## src/rtl/t05_phase_sequencer.sv

```systemverilog
// Phase sequencer for the team 05 Huffman pipeline: HIST, FLV/HTREE merge loop, CBS, TRN.
// Each phase gets a one-cycle start pulse and is guarded by a watchdog and a merge-count limit.
module t05_phase_sequencer #(
  parameter int unsigned TIMEOUT_W = 16,
  parameter int unsigned MAX_MERGE = 127
) (
  input  logic                 clk,
  input  logic                 rst,
  input  logic                 start,
  input  logic                 abort,
  input  logic [3:0]           fin_code,
  input  logic                 err_in,
  input  logic [TIMEOUT_W-1:0] timeout_lim,
  output logic [2:0]           curr_process,
  output logic                 phase_start,
  output logic                 busy,
  output logic                 done,
  output logic                 error,
  output logic [2:0]           err_phase,
  output logic [7:0]           merge_count
);

  typedef enum logic [2:0] {
    S_IDLE  = 3'd0,
    S_HIST  = 3'd1,
    S_FLV   = 3'd2,
    S_HTREE = 3'd3,
    S_CBS   = 3'd4,
    S_TRN   = 3'd5,
    S_DONE  = 3'd6,
    S_ERR   = 3'd7
  } state_t;

  localparam logic [7:0] MAX_MERGE_C = 8'(MAX_MERGE);
  localparam logic [3:0] FIN_HIST    = 4'b0001;
  localparam logic [3:0] FIN_PAIR    = 4'b0010;
  localparam logic [3:0] FIN_HTREE   = 4'b0011;
  localparam logic [3:0] FIN_SINGLE  = 4'b0100;
  localparam logic [3:0] FIN_CBS     = 4'b0101;
  localparam logic [3:0] FIN_TRN     = 4'b0110;
  localparam logic [TIMEOUT_W-1:0] WD_ZERO = {TIMEOUT_W{1'b0}};
  localparam logic [TIMEOUT_W-1:0] WD_ONE  = {{(TIMEOUT_W-1){1'b0}}, 1'b1};

  state_t               state_r;
  state_t               state_next_s;
  state_t               fin_next_s;
  logic                 phase_start_r;
  logic                 busy_r;
  logic                 done_r;
  logic                 error_r;
  logic [2:0]           err_phase_r;
  logic [7:0]           merge_count_r;
  logic [TIMEOUT_W-1:0] wd_r;
  logic                 in_phase_s;
  logic                 wd_expire_s;
  logic                 fin_merge_s;
  logic                 merge_inc_s;
  logic                 run_clear_s;
  logic                 enter_phase_s;
  logic                 enter_err_s;

  function automatic logic is_phase(input state_t s);
    case (s)
      S_HIST, S_FLV, S_HTREE, S_CBS, S_TRN: is_phase = 1'b1;
      default:                              is_phase = 1'b0;
    endcase
  endfunction

  // Destination implied by fin_code for the current phase; unexpected codes go to ERR.
  always_comb begin
    fin_next_s  = S_ERR;
    fin_merge_s = 1'b0;
    case (state_r)
      S_HIST: begin
        if (fin_code == FIN_HIST) fin_next_s = S_FLV;
        else                      fin_next_s = S_ERR;
      end
      S_FLV: begin
        if (fin_code == FIN_PAIR)        fin_next_s = S_HTREE;
        else if (fin_code == FIN_SINGLE) fin_next_s = S_CBS;
        else                             fin_next_s = S_ERR;
      end
      S_HTREE: begin
        // The merge that would exceed the limit is refused, so the count saturates.
        if (fin_code == FIN_HTREE && merge_count_r != MAX_MERGE_C) begin
          fin_next_s  = S_FLV;
          fin_merge_s = 1'b1;
        end else begin
          fin_next_s  = S_ERR;
        end
      end
      S_CBS: begin
        if (fin_code == FIN_CBS) fin_next_s = S_TRN;
        else                     fin_next_s = S_ERR;
      end
      S_TRN: begin
        if (fin_code == FIN_TRN) fin_next_s = S_DONE;
        else                     fin_next_s = S_ERR;
      end
      default: begin
        fin_next_s  = S_ERR;
        fin_merge_s = 1'b0;
      end
    endcase
  end

  // Next-state selection: abort > err_in > watchdog > fin_code > start.
  always_comb begin
    state_next_s = state_r;
    merge_inc_s  = 1'b0;
    run_clear_s  = 1'b0;
    in_phase_s   = is_phase(state_r);
    wd_expire_s  = in_phase_s && (timeout_lim != WD_ZERO) && (wd_r == timeout_lim);
    if (abort) begin
      state_next_s = S_IDLE;
      run_clear_s  = 1'b1;
    end else if (in_phase_s) begin
      if (err_in || wd_expire_s) begin
        state_next_s = S_ERR;
      end else if (!phase_start_r && fin_code != 4'd0) begin
        state_next_s = fin_next_s;
        merge_inc_s  = fin_merge_s;
      end else begin
        state_next_s = state_r;
      end
    end else if (start) begin
      state_next_s = S_HIST;
      run_clear_s  = 1'b1;
    end else begin
      state_next_s = state_r;
    end
    enter_phase_s = is_phase(state_next_s) && (state_next_s != state_r);
    enter_err_s   = (state_next_s == S_ERR) && (state_r != S_ERR);
  end

  // State, registered status outputs, error capture, merge counter and watchdog.
  always_ff @(posedge clk or negedge rst) begin
    if (!rst) begin
      state_r       <= S_IDLE;
      phase_start_r <= 1'b0;
      busy_r        <= 1'b0;
      done_r        <= 1'b0;
      error_r       <= 1'b0;
      err_phase_r   <= 3'd0;
      merge_count_r <= 8'd0;
      wd_r          <= WD_ZERO;
    end else begin
      state_r       <= state_next_s;
      phase_start_r <= enter_phase_s;
      busy_r        <= is_phase(state_next_s);
      done_r        <= (state_next_s == S_DONE);
      error_r       <= (state_next_s == S_ERR);
      if (run_clear_s)      err_phase_r <= 3'd0;
      else if (enter_err_s) err_phase_r <= state_r;
      else                  err_phase_r <= err_phase_r;
      if (run_clear_s)      merge_count_r <= 8'd0;
      else if (merge_inc_s) merge_count_r <= merge_count_r + 8'd1;
      else                  merge_count_r <= merge_count_r;
      if (enter_phase_s)    wd_r <= WD_ZERO;
      else if (in_phase_s)  wd_r <= wd_r + WD_ONE;
      else                  wd_r <= WD_ZERO;
    end
  end

  assign curr_process = state_r;
  assign phase_start  = phase_start_r;
  assign busy         = busy_r;
  assign done         = done_r;
  assign error        = error_r;
  assign err_phase    = err_phase_r;
  assign merge_count  = merge_count_r;

endmodule

```

## config.mk

```make
export PLATFORM = sky130hd
export DESIGN_NAME = t05_phase_sequencer
export DESIGN_NICKNAME = d
export VERILOG_FILES = /design/src/rtl/t05_phase_sequencer.sv
export SDC_FILE = /design/constraint.sdc
export NUM_CORES = 1
export LEC_CHECK = 0
export BUFFER_PORTS_ARGS = -buffer_cell sky130_fd_sc_hd__clkbuf_2
export CAP_MARGIN = 10
export CORE_MARGIN = 2
export CORE_UTILIZATION = 30
export DETAILED_ROUTE_END_ITERATION = 6
export MAX_ROUTING_LAYER = met4
export PLACE_DENSITY = 0.55
export SYNTH_ARGS = -nofsm -noshare
export SYNTH_HDL_FRONTEND = slang
export SYNTH_SLANG_ARGS = --single-unit
```

## constraint.sdc

```tcl
create_clock -name clk -period 3.4 [get_ports clk]
set_clock_uncertainty 0.1 [all_clocks]
set_input_delay 0.17 -clock clk [delete_from_list [all_inputs] [get_ports clk]]
set_output_delay 0.17 -clock clk [all_outputs]
set_load 0.01 [all_outputs]
```

==> results_dict.tcl <==
set metrics [dict create \
    crit_family "compound AO/OA/AOI/OAI gates" \
    end_kind "flop" \
    reg2reg_depth 8 \
    worst_pin_slew_ns 0.851 \
    synth-edff-count 0 \
    ys_types 50 \
    run_status "completed" \
    first_global_vias 1939 \
    area_delta_synth_final_pct 18.8 \
    io_pins 43 \
    wirelength_um 5570 \
    cts_buffers 5 \
    synth_common_cells "34 x dfrtp_1, 33 x xor2_1, 17 x nor2_1" \
    cap_violations 0 \
    fin_ws_ns 0.471 \
    dp_cells 371 \
    fin_util 0.371 \
    path_cells "ha_1 -> mux2_4 -> a311o_1 -> o221a_4 -> a211o_1 -> a22o_1 -> buf_4 -> a211oi_1" \
    synth_most_common_cell "dfrtp_1" \
    wire_per_inst_um 14.7 \
    die_w_um 91.2 \
    stdcell_area_um2 2710 \
    cp_data_arrival_time_ns 3.02 \
    post_cts_buffers 0 \
    drcViolationCount 0 \
    synth_nets 264 \
    num_rows 31 \
    min_period_over_period 0.861 \
    synth_area_um2 2280 \
    r2r-start "curr_process[2]" \
    crit_required_ns 3.49 \
    drive_gt1_frac 0.261 \
    peakVddDrop_uv 257 \
    cts_root_buffer "clkbuf_8" \
    drt_first_iter_violations 171 \
    antenna_cells 0 \
    coreArea_um2 7290 \
    seqPwrFrac 0.287 \
    synth-seq-area-share 0.373 \
    yosys_most_used_dff "dfrtp_1" \
    vias 1983 \
    place_ws_ns 0.472 \
    clkPwrFrac 0.205 \
    final_nets 308 \
    avgSynthCellArea_um2 9.66 \
    worstPathMaxFanout 17 \
    die_area_um2 8310 \
    yosys_warnings 0 \
    fin_hold_ws_ns 0.198 \
    ctsResizeCount 0 \
    grt_pass1_wl_um 9510 \
    p_switching_uw 789 \
    die_y_um 91.2 \
    syn-instance-count 236 \
    grt_util_all_layers 0.144 \
    yosys_register_bits 34 \
    dpl.hpwl_um 4090 \
    crit_buf_inv 1 \
    netlist_top_cells_area "dfrtp_1 37%, xor2_1 13%, a211oi_2 4.4%" \
    clk_latency_ns 0.29 \
    clk_pin_slew_ns 0.07 \
    hold_viol_final 0 \
    htree_levels 2 \
    totalNegativeSetupSlack_ns 0 \
    hold_depth 3 \
    critPathLaunch "curr_process[2]" \
    placed_cell_area_um2 2590 \
    antenna_found_initial 0 \
    overflow 0 \
    hold_start "start" \
    p_leak_nw 1.18 \
    gp_congestion 0.867 \
    crit_cells 8 \
    cts_num_sinks 34 \
    report.power.total_mw 1.85 \
    stdcell_count 379 \
    finalMaxSlewViolations 0 \
    ant_nets 0 \
    grt_max_degree 35 \
    crit_type "reg -> reg" \
    async_flop_share 1.00 \
    cp-start-kind "flop" \
    fin_crit_ns 2.93 \
    setup_viol 0 \
    rsz0062_at_grt "no" \
    vias_per_cell 5.23 \
    max_slew_margin 0.432 \
    cts.path.max_buffers 2 \
    hold_buffers 1 \
    switching_share 0.427 \
    cpPeakStageDelay_ns 0.58 \
    yosys.area.top_type "dfrtp_1" \
    cts_tree "built" \
    max_clock_freq_mhz 341 \
    synth_top_area_frac 0.373 \
    initial_utilization 0.313 \
    power_density_nw_per_um2 682 \
    hold_class "in -> reg" \
    port_buffers 42 \
    first_pass_iters 4 \
    p_int_mw 1.06 \
    power_frac_comb 0.508 \
    cp_slowest_cell "dfrtp_1" \
]
==> power groups by stage <==
stage | registers, mW | clock network (mW) | logic (mW)
2_1_floorplan | 0.543 | 0 | 0.693
3_3_place_gp | 0.536 | 0 | 0.936
3_5_place_dp | 0.536 | 0 | 0.930
4_1_cts | 0.530 | 0.394 | 0.935
5_1_grt | 0.537 | 0.408 | 1.04
6_report | 0.530 | 0.380 | 0.939
==> flip-flops by register name (all words and copies together), names as in the netlist <==
name          cells
wd_r             16
merge_count       8
curr_process      3
err_phase         3
busy              1
done              1
error             1
phase_start       1
==> cells by family (layout without fill, tap and decap cells) <==
| kind of cell | count (synthesis) | after routing | synth area share |
|---|---|---|---|
| XOR/XNOR | 37 | 37 | 0.142 |
| AO/OA/AOI/OAI | 59 | 59 | 0.216 |
| multiplexers | 2 | 2 | 0.0110 |
| adder cells (fa/ha/maj) | 3 | 3 | 0.0165 |
| AND/OR/NAND/NOR | 83 | 83 | 0.198 |
| buffers and inverters | 18 | 62 | 0.0434 |
| flip-flops | 34 | 34 | 0.373 |
==> worst min-delay path, delay by kind of cell <==
kind | cells | cell delay [ns]
compound gates | 2 | 0.23
buf+inv | 1 | 0.14
==> cell type report <==
cell class / instances / area [um2]
Fill cell: 776 / 4580
Clock buffer: 6 / 82.6
Inverter: 5 / 18.8
Sequential cell: 34 / 851
Tap cell: 99 / 124
Timing Repair Buffer: 50 / 273
Clock inverter: 1 / 30.0
Multi-Input combinational cell: 184 / 1330
==> final timing paths <==
path	endpoint	slack (ns)
min in group asynchronous	done	0.43
max in group asynchronous	merge_count[5]	2.23
hold reg to reg	wd_r[0]	0.44
setup reg to reg	wd_r[0]	0.47
hold / removal	err_phase[1]	0.20
setup / recovery	wd_r[0]	0.47
==> cell usage in the layout, fill, tap and decap left out, types with 2 or more instances in the layout <==
master    synthesis  routed
nor2_1           17      17
clkbuf_8          0       6
or2_2             3       3
o21a_1            2       2
a211oi_1         10      10
a21boi_0          3       3
buf_4             2       7
inv_1             5       5
a31oi_1           2       2
a21oi_1           7       7
a311oi_1          3       3
nor3b_1           2       2
nand4_1           8       8
dfrtp_1          34      34
nand3_1           9       9
xnor2_1           4       4
nor3_1            3       3
nand2b_1          3       3
o21ai_0           5       4
nor4_1           10      10
a211oi_2          8       8
nor2b_1           4       4
o221a_2           3       3
nand2_1          11      11
o21ai_1           1       2
and3_1            6       6
ha_1              3       3
and2_1            2       2
xor2_1           33      33
a22o_1            4       4
clkbuf_2          0      42
==> layer usage <==
metal  up-vias  track usage  wire [um]
li1        963            -          -
met1       971        0.195       2650
met2        42        0.218       2640
met3         7       0.0274        185
met4         0       0.0467         93
met5         -            -          0
Note: power is estimated with default switching activity, not from simulation.
